`config.mk`:
```
export PLATFORM = sky130hd
export DESIGN_NAME = joy_spi_reader_flat
export DESIGN_NICKNAME = d
export VERILOG_FILES = /design/src/rtl/joy_spi_reader_if.sv /design/src/rtl/joy_spi_reader.sv /design/src/flat_wrapper.sv
export SDC_FILE = /design/constraint.sdc
export NUM_CORES = 1
export LEC_CHECK = 0
export ABC_AREA = 1
export BUFFER_PORTS_ARGS = -buffer_cell sky130_fd_sc_hd__clkbuf_2
export CORE_MARGIN = 2
export CORE_UTILIZATION = 55
export DETAILED_ROUTE_END_ITERATION = 12
export PLACE_DENSITY = 0.73
export SYNTH_ARGS = -nofsm -noshare
export SYNTH_HDL_FRONTEND = slang
export SYNTH_SLANG_ARGS = --single-unit
```
`constraint.sdc`:
```
create_clock -name clk -period 3.43 [get_ports clk]
set_input_delay 0.343 -clock clk [delete_from_list [all_inputs] [get_ports clk]]
set_output_delay 0.343 -clock clk [all_outputs]
set_load 0.05 [all_outputs]
```
`src/rtl/joy_spi_reader_if.sv`:
```
`default_nettype none
// ============================================================================
//  Module   : joy_spi_reader_if
//  Purpose  : SPI pin bundle between the joystick poller (master) and the
//             PmodJSTK joystick module (slave).
//  Signals  : ss   - slave select, active-low (master -> slave)
//             sclk - SPI clock, mode 0          (master -> slave)
//             mosi - command/data to joystick   (master -> slave)
//             miso - sample data from joystick  (slave  -> master)
//  Revision : 1.0 - initial release
// ============================================================================
interface joy_spi_reader_if;
    logic ss;
    logic sclk;
    logic mosi;
    logic miso;

    modport master (output ss, output sclk, output mosi, input miso);
    modport slave  (input ss, input sclk, input mosi, output miso);
endinterface
`default_nettype wire

```
`src/rtl/joy_spi_reader.sv`:
```
`default_nettype none
// ============================================================================
//  Module   : joy_spi_reader
//  Purpose  : SPI mode-0 master that polls a PmodJSTK joystick once per poll
//             period with a 5-byte transaction and publishes the X/Y samples
//             and button states atomically with a one-cycle sample_valid.
//  Ports    : clk          - system clock
//             clr          - asynchronous active-high reset
//             en           - polling enable
//             leds[1:0]    - LED bits carried in the command byte
//             spi          - SPI pins (joy_spi_reader_if.master)
//             joy_x[9:0]   - latest X sample
//             joy_y[9:0]   - latest Y sample
//             buttons[2:0] - {btn2, btn1, trigger} from latest sample
//             sample_valid - one-cycle pulse when outputs update
//             busy         - high from ss falling through the DONE cycle
//  Options  : JOY_DEADZONE_EN - when defined, axis values within DEADZONE of
//             the centre (512) are published as exactly 512.
//  Revision : 1.0 - initial release
// ============================================================================
module joy_spi_reader #(
    parameter int CLK_DIV      = 50,
    parameter int SS_SETUP_CYC = 1500,
    parameter int BYTE_GAP_CYC = 1500,
    parameter int POLL_CYC     = 1000000,
    parameter int DEADZONE     = 32
) (
    input  logic                    clk,
    input  logic                    clr,
    input  logic                    en,
    input  logic [1:0]              leds,
    joy_spi_reader_if.master        spi,
    output logic [9:0]              joy_x,
    output logic [9:0]              joy_y,
    output logic [2:0]              buttons,
    output logic                    sample_valid,
    output logic                    busy
);

    // ------------------------------------------------------------------------
    // Constants
    // ------------------------------------------------------------------------
    localparam int c_hold_a   = (SS_SETUP_CYC > BYTE_GAP_CYC) ? SS_SETUP_CYC : BYTE_GAP_CYC;
    localparam int c_hold_max = (c_hold_a > CLK_DIV) ? c_hold_a : CLK_DIV;
    localparam int c_tmr_w    = $clog2(c_hold_max + 1);
    localparam int c_poll_w   = (POLL_CYC > 1) ? $clog2(POLL_CYC) : 1;

    localparam logic [c_tmr_w-1:0]  c_div_last   = c_tmr_w'(CLK_DIV - 1);
    localparam logic [c_tmr_w-1:0]  c_setup_last = c_tmr_w'(SS_SETUP_CYC - 1);
    localparam logic [c_tmr_w-1:0]  c_gap_last   = c_tmr_w'(BYTE_GAP_CYC - 1);
    localparam logic [c_poll_w-1:0] c_poll_last  = c_poll_w'(POLL_CYC - 1);

    localparam logic [9:0] c_centre = 10'd512;
    localparam logic [9:0] c_dz_lo  = 10'(512 - DEADZONE);
    localparam logic [9:0] c_dz_hi  = 10'(512 + DEADZONE);
`ifdef JOY_DEADZONE_EN
    localparam bit c_dz_on = 1'b1;
`else
    localparam bit c_dz_on = 1'b0;
`endif

    // Centre snap applied to an assembled axis value at publish time.
    function automatic logic [9:0] apply_deadzone(input logic [9:0] v);
        if (c_dz_on && (v >= c_dz_lo) && (v <= c_dz_hi))
            return c_centre;
        return v;
    endfunction

    typedef enum logic [2:0] {
        S_IDLE     = 3'd0,
        S_SS_SETUP = 3'd1,
        S_SHIFT    = 3'd2,
        S_BYTE_GAP = 3'd3,
        S_DONE     = 3'd4
    } state_t;

    // ------------------------------------------------------------------------
    // Registers
    // ------------------------------------------------------------------------
    state_t              r_state;
    logic [c_poll_w-1:0] r_poll;
    logic [c_tmr_w-1:0]  r_tmr;     // hold / half-period timer
    logic [2:0]          r_bit;     // rising edges seen in the current byte, minus one
    logic [2:0]          r_idx;     // byte index 0..4
    logic [6:0]          r_tx;      // tx bits still to be driven after the current one
    logic [7:0]          r_rx_sr;   // rx shift register, MSB first
    logic [7:0]          r_rx0;
    logic [1:0]          r_rx1;
    logic [7:0]          r_rx2;
    logic [1:0]          r_rx3;
    logic                r_ss;
    logic                r_sclk;
    logic                r_mosi;

    logic                w_wrap;
    logic                w_start;
    logic [7:0]          w_cmd;

    assign w_wrap  = (r_poll == c_poll_last);
    assign w_start = w_wrap && (r_state == S_IDLE) && en;
    assign w_cmd   = {6'b100000, leds};

    assign spi.ss   = r_ss;
    assign spi.sclk = r_sclk;
    assign spi.mosi = r_mosi;

    // ------------------------------------------------------------------------
    // Free-running poll counter; a wrap that is not taken is simply lost.
    // ------------------------------------------------------------------------
    always_ff @(posedge clk or posedge clr) begin
        if (clr)
            r_poll <= '0;
        else if (w_wrap)
            r_poll <= '0;
        else
            r_poll <= r_poll + 1'b1;
    end

    // ------------------------------------------------------------------------
    // Transaction FSM. The first rising SCLK edge of each byte is issued by the
    // SS_SETUP / BYTE_GAP states as they hand over to SHIFT, so SHIFT only ever
    // sees half-period expiries.
    // ------------------------------------------------------------------------
    always_ff @(posedge clk or posedge clr) begin
        if (clr) begin
            r_state      <= S_IDLE;
            r_tmr        <= '0;
            r_bit        <= '0;
            r_idx        <= '0;
            r_tx         <= '0;
            r_rx_sr      <= '0;
            r_rx0        <= '0;
            r_rx1        <= '0;
            r_rx2        <= '0;
            r_rx3        <= '0;
            r_ss         <= 1'b1;
            r_sclk       <= 1'b0;
            r_mosi       <= 1'b0;
            joy_x        <= c_centre;
            joy_y        <= c_centre;
            buttons      <= '0;
            sample_valid <= 1'b0;
            busy         <= 1'b0;
        end else begin
            sample_valid <= 1'b0;
            case (r_state)
                S_IDLE: begin
                    r_ss   <= 1'b1;
                    r_sclk <= 1'b0;
                    if (w_start) begin
                        r_ss    <= 1'b0;
                        r_mosi  <= w_cmd[7];
                        r_tx    <= w_cmd[6:0];
                        r_idx   <= '0;
                        r_tmr   <= '0;
                        busy    <= 1'b1;
                        r_state <= S_SS_SETUP;
                    end
                end

                S_SS_SETUP: begin
                    if (r_tmr == c_setup_last) begin
                        r_tmr   <= '0;
                        r_bit   <= '0;
                        r_sclk  <= 1'b1;
                        r_rx_sr <= {r_rx_sr[6:0], spi.miso};
                        r_state <= S_SHIFT;
                    end else begin
                        r_tmr <= r_tmr + 1'b1;
                    end
                end

                S_SHIFT: begin
                    if (r_tmr != c_div_last) begin
                        r_tmr <= r_tmr + 1'b1;
                    end else begin
                        r_tmr <= '0;
                        if (r_sclk) begin
                            // Falling edge: present the next tx bit.
                            r_sclk <= 1'b0;
                            r_mosi <= r_tx[6];
                            r_tx   <= {r_tx[5:0], 1'b0};
                        end else if (r_bit != 3'd7) begin
                            // Rising edge: sample miso.
                            r_sclk  <= 1'b1;
                            r_rx_sr <= {r_rx_sr[6:0], spi.miso};
                            r_bit   <= r_bit + 1'b1;
                        end else begin
                            // Trailing low half-period finished: byte complete.
                            case (r_idx)
                                3'd0:    r_rx0 <= r_rx_sr;
                                3'd1:    r_rx1 <= r_rx_sr[1:0];
                                3'd2:    r_rx2 <= r_rx_sr;
                                3'd3:    r_rx3 <= r_rx_sr[1:0];
                                default: ;
                            endcase
                            if (r_idx != 3'd4) begin
                                r_idx   <= r_idx + 1'b1;
                                r_tx    <= '0;
                                r_mosi  <= 1'b0;   // bit 7 of a filler byte
                                r_state <= S_BYTE_GAP;
                            end else begin
                                // Byte 4 is still in the shift register.
                                r_ss         <= 1'b1;
                                joy_x        <= apply_deadzone({r_rx1, r_rx0});
                                joy_y        <= apply_deadzone({r_rx3, r_rx2});
                                buttons      <= r_rx_sr[2:0];
                                sample_valid <= 1'b1;
                                r_state      <= S_DONE;
                            end
                        end
                    end
                end

                S_BYTE_GAP: begin
                    if (r_tmr == c_gap_last) begin
                        r_tmr   <= '0;
                        r_bit   <= '0;
                        r_sclk  <= 1'b1;
                        r_rx_sr <= {r_rx_sr[6:0], spi.miso};
                        r_state <= S_SHIFT;
                    end else begin
                        r_tmr <= r_tmr + 1'b1;
                    end
                end

                S_DONE: begin
                    busy    <= 1'b0;
                    r_state <= S_IDLE;
                end

                default: begin
                    r_state <= S_IDLE;
                end
            endcase
        end
    end

endmodule
`default_nettype wire

```
`src/flat_wrapper.sv`:
```
// flat-port wrapper written by rule: the top's interface ports become plain ports
module joy_spi_reader_flat 
#(
    parameter int CLK_DIV      = 50,
    parameter int SS_SETUP_CYC = 1500,
    parameter int BYTE_GAP_CYC = 1500,
    parameter int POLL_CYC     = 1000000,
    parameter int DEADZONE     = 32
)
  (clk, clr, en, leds, joy_x, joy_y, buttons, sample_valid, busy, spi_ss, spi_sclk, spi_mosi, spi_miso);
  joy_spi_reader_if spi_i ();
  input  logic clk;
  input  logic clr;
  input  logic en;
  input  logic [1:0] leds;
  output logic [9:0] joy_x;
  output logic [9:0] joy_y;
  output logic [2:0] buttons;
  output logic sample_valid;
  output logic busy;
  output wire logic [$bits(spi_i.ss)-1:0] spi_ss;
  output wire logic [$bits(spi_i.sclk)-1:0] spi_sclk;
  output wire logic [$bits(spi_i.mosi)-1:0] spi_mosi;
  input wire logic [$bits(spi_i.miso)-1:0] spi_miso;
  assign spi_ss = spi_i.ss;
  assign spi_sclk = spi_i.sclk;
  assign spi_mosi = spi_i.mosi;
  assign spi_i.miso = spi_miso;
  joy_spi_reader #(.CLK_DIV(CLK_DIV), .SS_SETUP_CYC(SS_SETUP_CYC), .BYTE_GAP_CYC(BYTE_GAP_CYC), .POLL_CYC(POLL_CYC), .DEADZONE(DEADZONE)) u_core (.clk(clk), .clr(clr), .en(en), .leds(leds), .spi(spi_i), .joy_x(joy_x), .joy_y(joy_y), .buttons(buttons), .sample_valid(sample_valid), .busy(busy));
endmodule
```
==> metrics.md, run 1 <==
| Metric | Value |
|---|---|
| Status | `complete, no violations` |
| Area leader, netlist | `dfrtp_1` |
| Fin crit period | `2122 ps` |
| FF-to-FF End | `u_core.r_tx[2]$_DFFE_PP0P_` |
| Max Slew Vio Count | `0` |
| Routability-driven placement congestion ratio | `~0.87` |
| Sw Pwr | `between 0.4 and 0.5 mW` |
| Crit-path slowest cell | `dfrtp_1` |
| Final Hold Vio Count | `0` |
| CP cell instances | `ha_1 -> nand3_1 -> nor2_1 -> nand3_2 -> nand2_2 -> nand2_2 -> nand2_1 -> o21ai_2` |
| Number of enable flip-flop cells after synthesis | `0` |
| Final period utilization | `61.86%` |
| Multi-input gate area | `2130 µm²` |
| Count of cell types in the netlist | `34` |
| DRC Markers | `0` |
| Max rail drop VDD | `roughly 0.18 mV` |
| Die area | `about 10,000 µm²` |
| MaxCap Viol Count | `0` |
| Flop pwr share | `between 50% and 60%` |
| CTS sink cnt | `just over 100` |
| # diodes | `0` |
| CTS Buffer Depth | `2` |
| Worst-path clk slew | `around 110 ps` |
| Final setup fails | `0` |
| R2R depth | `8` |
| Largest net degree at the start of global routing | `between 40 and 50` |
| Synth Warn # | `0` |
| Syn Nets | `between 600 and 700` |
| Synthesized flop and latch total | `around 100` |
| Leakage | `roughly 2.9 nW` |
| Post-DP Area | `around 5300 µm²` |
| Initial antenna violation count | `0` |
| Grt ovf | `0` |
| End point of the critical path | `u_core.r_tx[2]$_DFFE_PP0P_` |
| # rows | `35` |
| PD cells | `~370 nW/µm²` |
| Most used cell, CP | `nand2_2` |
| Share of cells above drive strength 1 | `15.77%` |
| Final HPWL DP | `6908 µm` |
| Number of post-CTS setup repair buffers | `0` |
| Die Width | `about 100 µm` |
| Die H | `100.3 µm` |
| Max Fanout on Critical Path | `15` |
| Slew Limit Headroom | `49.29%` |
| Reg-to-Reg Start | `u_core.r_poll[0]$_DFF_PP0_` |
| Design area | `5542 µm²` |
| Setup crit end kind | `flip-flop` |
| Core area | `a little over 9000 µm²` |
| Synth Instances | `608` |
| Average wire per standard cell | `around 13 µm` |
| RSZ-0062 raised after global routing | `false` |
| Register area | `2581 µm²` |
| Cells after DPL | `~740` |
| Fmax | `~0.47 GHz` |
| Asr flop ratio synth | `100.0%` |
| Worst path max stage delay | `roughly 400 ps` |
| Vias in the first global route | `~3,800` |
| Most frequent cells in the layout | `nand2_1 (186), dfrtp_1 (100), inv_1 (71)` |
| WL final | `9573 µm` |
| Worst Skew | `about 9.3 ps` |
| Total Power | `around 2 mW` |
| TritonCTS clock tree | `built` |
| Largest cells by area after synthesis | `dfrtp_1 (49%), nand2_1 (14%), nand3_1 (5.4%)` |
| Post-cts resize count | `0` |
| WP data arrival | `between 2000 and 2500 ps` |
| CP required | `around 3700 ps` |
| TNS Setup | `0 ps` |
| Clock share of power | `between 30% and 40%` |
| Post-Syn Area | `5102 µm²` |
| Finished Layout Cells | `about 760` |
| Post-synth top flop | `dfrtp_1` |
| Avg Vias per Cell | `roughly 5.3` |
| IO Pins | `34` |
| R2R Setup Slk | `about 1300 ps` |
| Iteration-0 DRC Markers | `between 150 and 200` |
| H-tree depth | `3` |
| Detail Route Antenna Nets | `0` |
| Cts hold-fix bufs | `0` |
| Crit path kind | `reg -> reg` |
| Global-route wire length before repair | `17,270 µm` |
| Worst Hold Class | `in -> async` |
| Clock tree root buffer cell | `clkbuf_8` |
| Inserted Clock Buffers | `9` |
| Sequential share of the synthesized area | `50.59%` |
| Combinational Power Share | `1.4%` |
| Crit path from | `u_core.r_poll[0]$_DFF_PP0_` |
| Via count | `4,010` |
| Clock latency on the worst-skew pair | `360 ps` |
| Internal cell power | `1.574 mW` |
| Area share of the largest cell type after synthesis | `around half` |
| Nets | `around 660` |
| Most common cell after layout, fill and taps aside | `nand2_1` |
| Area Overhead vs Synth | `8.607%` |
| Sw frac | `22.84%` |
| Filler Cell Count | `834` |
| # port buffers | `33` |
| Synth Area per Inst | `roughly 8.4 µm²` |
| Tightest Pin Transition | `between 700 and 800 ps` |
| Total global-route track usage | `20.94%` |
| DRT Pass-1 Iters | `5` |
| Initial core utilization | `56.02%` |
| Setup crit start kind | `flip-flop` |
[worst min path at each step]
stage,startpoint,to,cells after the start
2_1_floorplan,u_core.r_poll[0]$_DFF_PP0_,u_core.r_poll[0]$_DFF_PP0_,1
3_3_place_gp,clr,u_core.r_poll[7]$_DFF_PP0_,2
6_report,clr,u_core.r_poll[8]$_DFF_PP0_,2
3_5_place_dp,clr,u_core.r_poll[7]$_DFF_PP0_,2
4_1_cts,clr,u_core.r_poll[8]$_DFF_PP0_,2
5_1_grt,clr,u_core.r_poll[8]$_DFF_PP0_,2
[power groups by stage]
stage	combinational (mW)	clock (mW)	sequential, mW
floorplan	0.0187	0	1.24
global placement	0.0301	0	1.24
detailed placement	0.0308	0	1.24
CTS	0.0307	0.824	1.21
global route	0.0350	0.867	1.21
finish	0.0282	0.799	1.21
[area by class of cell]
type / count / share of cell area (%)
clock buffers: 9 / 2.235
flip-flops and latches: 103 / 46.58
clock inverters: 7 / 1.648
inverters: 74 / 5.080
well taps: 111 / 2.506
repair buffers: 37 / 3.522
multi-input cells: 417 / 38.43
[Yosys cell counts (all sizes together) (2+ instances only)]
master,number
xnor2,2
buf,11
o211ai,2
nor2,50
xor2,10
dfstp,3
ha,10
inv,73
nand2,191
nor3,16
a21oi,4
nand3,61
clkbuf,3
or2,2
nand4,16
o21ai,50
dfrtp,100
[kinds of logic (layout without fill, tap and decap cells)]
logic type	Yosys count	count (layout)	synth area share [%]
compound gates	57	57	7.283
xor+xnor	12	12	2.060
fa+ha+maj	10	10	2.452
buf+inv	88	127	7.675
flops	103	103	50.59
simple gates	338	338	29.94
[metrics by stage]
step	worst slack (ps)	hold slack [ps]	utilization [%]
floorplan	388.1	429.5	-
global placement	1408	440.5	58.48
detailed placement	1314	452.4	58.48
CTS	1301	54.30	60.84
global route	1023	90.32	60.84
finish	1308	33.97	60.84
[flip-flops by register name (all words and copies together) (netlist names), 2 cells and up]
name / cells
u_core.r_rx3: 2
u_core.r_rx_sr: 8
u_core.joy_x: 10
u_core.r_state: 3
u_core.r_tmr: 11
u_core.joy_y: 10
u_core.r_rx0: 8
u_core.r_rx2: 8
u_core.buttons: 3
u_core.r_idx: 3
u_core.r_poll: 20
u_core.r_bit: 3
u_core.r_tx: 7
u_core.r_rx1: 2
[worst max-delay path: cells and delay by family (launching register included)]
family	cells	cell delay, ps
flip-flops	1	400
AO/OA/AOI/OAI	1	60
AND/OR/NAND/NOR	6	1370
adder cells (fa/ha/maj)	1	190
[per-layer routing]
metal / up-vias / global-route usage (%) / share of wire [%]
li1: 2012 / - / -
met2: 87 / 33.66 / 46
met3: 11 / 2.577 / 3.7
met5: - / 0 / 0
met1: 1900 / 30.32 / 49
met4: 0 / 5.585 / 1.1
Note: power is estimated with default switching activity, not from simulation.
==> run 2: changes to the inputs <==
clock period = 2.16 ns   (was 3.43 ns; I/O delays follow)
==> run 2 against run 1 <==
  * Count of clock-buffer cells in the layout did not move
  * Global-route usage rose by 1.0 points
  * Hold slack improved by 20 ps
  * Via count rose by 0.72%
  * Clock skew rose by 1.8 ps
  * Clock power rose by 46%
  * Final area rose by 1.1%
  * Combinational power rose by 98%
  * Critical path depth fell by 1
  * Sequential power rose by 60%
  * Total power rose by 54%
  * Critical path type unchanged
  * Highest routed layer unchanged
==> metrics.md, run 2 (synthesis results as in run 1) <==
| Metric | Value |
|---|---|
| Sw frac | `24.17%` |
| Average wire per standard cell | `approximately 13 µm` |
| Worst-path clk slew | `between 100 and 150 ps` |
| Iteration-0 DRC Markers | `roughly 200` |
| Max reg flops | `20` |
| Sw Pwr | `roughly 0.76 mW` |
| PD cells | `about 560 nW/µm²` |
| Via count | `4,039` |
| Crit path kind | `reg -> reg` |
| Vias in the first global route | `approximately 3,900` |
| GR peak layer | `met2` |
| Die Width | `100.3 µm` |
| Die area | `10,060 µm²` |
| IO Pins | `34` |
| WL final | `between 10,000 and 15,000 µm` |
| H-tree depth | `3` |
| CTS sink cnt | `between 100 and 150` |
| Biggest registers after layout | `u_core.r_poll x20, u_core.r_tmr x11` |
| Clock tree root buffer cell | `clkbuf_8` |
| Area Overhead vs Synth | `9.809%` |
| Internal cell power | `approximately 2.4 mW` |
| CP required | `between 2000 and 2500 ps` |
| Initial antenna violation count | `0` |
| CP cell instances | `inv_1 -> ha_1 -> nand3_2 -> nor3_4 -> nand3_2 -> nand2_1 -> o21ai_2` |
| Max Fanout on Critical Path | `16` |
| Clock latency on the worst-skew pair | `between 300 and 400 ps` |
| Clock share of power | `roughly 37%` |
| WP data arrival | `approximately 2200 ps` |
| Flop pwr share | `between 60% and 70%` |
| Top reg by flops | `u_core.r_poll` |
| Max Slew Vio Count | `0` |
| Cells after DPL | `749` |
| Tightest Pin Transition | `about 700 ps` |
| Met1 Use GR | `30.63%` |
| Detail Route Antenna Nets | `0` |
| Status | `complete, no violations` |
| Combinational Power Share | `1.8%` |
| Fin crit period | `1972 ps` |
| Max rail drop VDD | `slightly above 0.3 mV` |
| Setup crit end kind | `flip-flop` |
| Routability-driven placement congestion ratio | `roughly 0.90` |
| Worst Skew | `11.17 ps` |
| Largest net degree at the start of global routing | `34` |
| # rows | `35` |
| Setup crit start kind | `flip-flop` |
| Final Hold Vio Count | `0` |
| Final setup fails | `0` |
| GR Util met2 | `34.95%` |
| TritonCTS clock tree | `built` |
| Crit path buffers/inverters | `1` |
| # diodes | `0` |
| # port buffers | `33` |
| Fmax | `~0.51 GHz` |
| Most common cell after layout, fill and taps aside | `nand2_1` |
| Most used cell, CP | `nand3_2` |
| Avg Vias per Cell | `between 5 and 6` |
| Nets | `666` |
| CTS Buffer Depth | `2` |
| Die H | `between 100 and 150 µm` |
| RSZ-0062 raised after global routing | `true` |
| Crit path max-delay family | `simple AND/OR/NAND/NOR gates` |
| Grt ovf | `0` |
| Finished Layout Cells | `approximately 770` |
| MaxCap Viol Count | `0` |
| Crit-path slowest cell | `dfrtp_1` |
| Worst Hold Class | `in -> reg` |
| Most frequent cells in the layout | `nand2_1 (186), dfrtp_1 (100), inv_1 (71)` |
| Initial core utilization | `56.02%` |
| Share of cells above drive strength 1 | `about 17%` |
| DRC Markers | `0` |
| Final HPWL DP | `around 7500 µm` |
| Worst path max stage delay | `~430 ps` |
| Final period utilization | `about nine tenths` |
| Total Power | `~3.2 mW` |
| TNS Setup | `0 ps` |
| Leakage | `around 2.9 nW` |
| Pre-CTS WS | `~220 ps` |
| Post-route worst setup slack | `188.3 ps` |
| Routing usage on met3 | `about 3.5%` |
| Global-route wire length before repair | `roughly 18,000 µm` |
| Inserted Clock Buffers | `9` |
| Core area | `9109 µm²` |
| DRT Pass-1 Iters | `4` |
| Total global-route track usage | `21.94%` |
| Slew Limit Headroom | `~53%` |
[run 2: cell count changes in the layout (fill, tap and decap cells not counted), sizes merged]
cell         previous run  this run
dlygate4sd3             0         1
clkinv                  4         3
clkinvlp                0         2
bufinv                  1         0
buf                     4        11
[run 2: area by class of cell]
type | instances | area (µm²)
Fill cell | 812 | 3506
Clock inverter | 7 | 63.81
Inverter | 74 | 282.8
Timing Repair Buffer | 45 | 282.8
Multi-Input combinational cell | 417 | 2130
Clock buffer | 9 | 123.9
Tap cell | 111 | 138.9
Sequential cell | 103 | 2581
[run 2: layer usage]
metal / vias up / routed length (µm)
met4: 0 / 91
met3: 7 / 371
met2: 74 / 4833
met1: 1928 / 4778
met5: - / 0
li1: 2030 / -
[run 2: final timing paths]
kind                       depth (start not counted)  slack [ps]                       endpoint                   startpoint
min in group asynchronous                          3         480    u_core.r_poll[15]$_DFF_PP0_                          clr
max                                                7         190    u_core.r_rx0[5]$_DFFE_PP0P_  u_core.r_tmr[1]$_DFFE_PP0P_
min reg2reg                                        1         470     u_core.r_poll[0]$_DFF_PP0_   u_core.r_poll[0]$_DFF_PP0_
min                                                3          50  u_core.r_rx_sr[0]$_DFFE_PP0P_                     spi_miso
max reg2reg                                        7         190    u_core.r_rx0[5]$_DFFE_PP0P_  u_core.r_tmr[1]$_DFFE_PP0P_
max in group asynchronous                          4        1070      u_core.spi.ss$_DFFE_PP1P_                          clr
[run 2: worst register-to-register path, delay by kind of cell, from the launching register on]
kind	cells	cell delay, ps
and+or+nand+nor	4	1080
buffers and inverters	1	90
DFF	1	430
AOI/OAI and AO/OA	1	70
adders and majority gates	1	190
[run 2: metrics by stage]
step	utilization, %	instance area, µm²	hold slack, ps
6_report	61.51	5603	53.50
5_1_grt	61.51	5603	69.24
4_1_cts	61.51	5603	46.67
3_5_place_dp	59.34	5405	349.2
3_3_place_gp	59.34	5405	341.1
2_1_floorplan	-	5106	337.0
[run 2: what timing repair did]
action                                  4_1_cts  5_1_grt
gates resized for setup                       0        0
hold endpoints to repair                     25        0
hold buffers                                  1        0
endpoints found under the setup margin        0        1
setup buffers                                 0        0
[run 2: power groups by stage]
stage	clock network (mW)	registers, mW	logic [mW]
finish	1.17	1.93	0.0557
detailed placement	0	1.96	0.0577
global placement	0	1.96	0.0562
floorplan	0	1.97	0.0302
global route	1.27	1.93	0.0661
CTS	1.20	1.93	0.0594
==> run 3: changes to the inputs <==
BUFFER_PORTS_ARGS = not set   (was -buffer_cell sky130_fd_sc_hd__clkbuf_2)
DONT_BUFFER_PORTS = 1   (was not set)
PLACE_DENSITY = 0.7   (was 0.73)
SLEW_MARGIN = 20   (was not set)
==> run 3 against run 2 <==
  * Die area is the same
  * Non-clock buffer count shrank 34
  * Cell count shrank 4.4%
  * Sequential cell count is the same
  * Fmax grew 2.3%
  * Register-to-register slack gained 40 ps
  * Wire length shrank 3.9%
  * Highest routed layer unchanged
  * Via count shrank 4.9%
==> metrics.md, run 3 (synthesis results as in run 1) <==
| Metric | Value |
|---|---|
| Leakage | `around 2.8 nW` |
| Die H | `around 100 µm` |
| # rows | `35` |
| TNS Setup | `0 ps` |
| Top reg by flops | `u_core.r_poll` |
| Crit path buffers/inverters | `1` |
| Avg Vias per Cell | `about 5.2` |
| Initial antenna violation count | `0` |
| RSZ-0062 raised after global routing | `false` |
| Tightest Pin Transition | `around 500 ps` |
| Most common cell after layout, fill and taps aside | `nand2_1` |
| CTS sink cnt | `roughly 100` |
| Vias in the first global route | `3,653` |
| Inserted Clock Buffers | `9` |
| Status | `complete, no violations` |
| H-tree depth | `3` |
| Number of post-CTS setup repair buffers | `0` |
| Setup crit end kind | `flip-flop` |
| Iteration-0 DRC Markers | `168` |
| DRT Pass-1 Iters | `4` |
| Worst Skew | `15.91 ps` |
| Area Overhead vs Synth | `6.130%` |
| Fin crit period | `around 1900 ps` |
| Clock latency on the worst-skew pair | `between 300 and 400 ps` |
| Most frequent cells in the layout | `nand2_1 (186), dfrtp_1 (100), inv_1 (71)` |
| Max Slew Vio Count | `0` |
| Routability-driven placement congestion ratio | `between 0.8 and 0.9` |
| CP cell instances | `ha_1 -> ha_1 -> inv_1 -> nor3_2 -> nand3_2 -> nand2_1 -> o21ai_2` |
| Max rail drop VDD | `between 0.2 and 0.3 mV` |
| WP data arrival | `2170 ps` |
| Setup crit start kind | `flip-flop` |
| Total global-route track usage | `a little over a fifth` |
| Detail Route Antenna Nets | `0` |
| TritonCTS clock tree | `built` |
| CP required | `2400 ps` |
| Final Hold Vio Count | `0` |
| WP depth | `7` |
| Crit-path slowest cell | `dfrtp_1` |
| Post-cts resize count | `0` |
| WL final | `9683 µm` |
| CTS Buffer Depth | `2` |
| Max Fanout on Critical Path | `16` |
| Final period utilization | `between 80% and 90%` |
| Cells after DPL | `roughly 710` |
| MaxCap Viol Count | `0` |
| Crit path max-delay family | `simple AND/OR/NAND/NOR gates` |
| Total Power | `3.093 mW` |
| Die area | `between 10,000 and 15,000 µm²` |
| IO Pins | `34` |
| Most used cell, CP | `ha_1` |
| Final setup fails | `0` |
| # port buffers | `0` |
| Worst-path clk slew | `about 100 ps` |
| Final HPWL DP | `between 6000 and 7000 µm` |
| Design area | `between 5000 and 6000 µm²` |
| Filler Cell Count | `829` |
| Share of cells above drive strength 1 | `approximately an eighth` |
| Global-route wire length before repair | `between 15,000 and 20,000 µm` |
| Die Width | `about 100 µm` |
| Fmax | `between 0.5 and 0.6 GHz` |
| Grt ovf | `0` |
| PD cells | `571.1 nW/µm²` |
| # diodes | `0` |
| Worst path max stage delay | `between 300 and 400 ps` |
| Average wire per standard cell | `approximately 13 µm` |
| Post-DP Area | `around 5200 µm²` |
| Slew Limit Headroom | `approximately two thirds` |
| DRC Markers | `0` |
| Finished Layout Cells | `about 730` |
| Hold Path Depth | `4` |
| Core area | `a little over 9000 µm²` |
| Biggest registers after layout | `u_core.r_poll x20, u_core.r_tmr x11` |
| Crit path kind | `reg -> reg` |
| Clock tree root buffer cell | `clkbuf_8` |
| Initial core utilization | `between 50% and 60%` |
| Worst Hold Class | `in -> reg` |
| Fin util | `59.45%` |
| Via count | `roughly 3,800` |
| Largest net degree at the start of global routing | `60` |
| Nets | `around 630` |
| R2R depth | `7` |
| Max reg flops | `20` |
run 3: worst paths after layout:
check                                               to  slack, ps                   startpoint
min                         u_core.r_tx[1]$_DFFE_PP0P_        120                      leds[1]
min reg2reg                 u_core.r_poll[0]$_DFF_PP0_        470   u_core.r_poll[0]$_DFF_PP0_
max in group asynchronous  u_core.joy_y[9]$_DFFE_PP1P_       1140                          clr
max                        u_core.r_rx2[1]$_DFFE_PP0P_        230  u_core.r_bit[0]$_DFFE_PP0P_
min in group asynchronous  u_core.r_poll[15]$_DFF_PP0_        280                          clr
max reg2reg                u_core.r_rx2[1]$_DFFE_PP0P_        230  u_core.r_bit[0]$_DFFE_PP0P_
run 3: layout make-up:
class                      instances  area, µm²  share of cell area (%)
sequential                       103       2581                   47.67
clock inverter                     7      56.30                   1.040
clock buffer                       9      123.9                   2.287
tap                              111      138.9                   2.565
timing repair buffer              11      102.6                   1.895
inverter                          74      282.8                   5.222
multi-input combinational        417       2130                   39.33
run 3: per-layer routing:
layer  GRT usage (%)  part of all wire [%]  up-vias
li1                -                     -     1955
met1           29.42                    49     1809
met2           33.30                    46       63
met3           3.343                   3.3       13
met4           7.376                   1.6        0
met5               0                     0        -
run 3: power by group:
part / internal [mW] / switching, mW / leakage [nW] / total (mW)
Combinational: 0.00970 / 0.0389 / 1.28 / 0.0486
Clock: 0.431 / 0.686 / 0.0838 / 1.12
Sequential: 1.93 / 0 / 1.39 / 1.93
Total: 2.37 / 0.725 / 2.75 / 3.09
run 3: worst min-delay path, cell delays in order:
cell     delay (ps)
nand2_1          50
nand2_1          50
nand3_1          70
nand2_1          50
run 3: timing repair:
action / 4_1_cts / 5_1_grt
endpoints found under the setup margin: 0 / 0
hold endpoints to repair: 13 / 0
hold buffers: 3 / 0
run 3: stage by stage:
stage	hold slack (ps)	setup WS (ps)
final	118.5	231.7
after global routing	153.5	4.882
after CTS	102.5	214.4
after detailed placement	68.15	218.2
after global placement	62.15	268.4
after floorplan	337.0	466.7
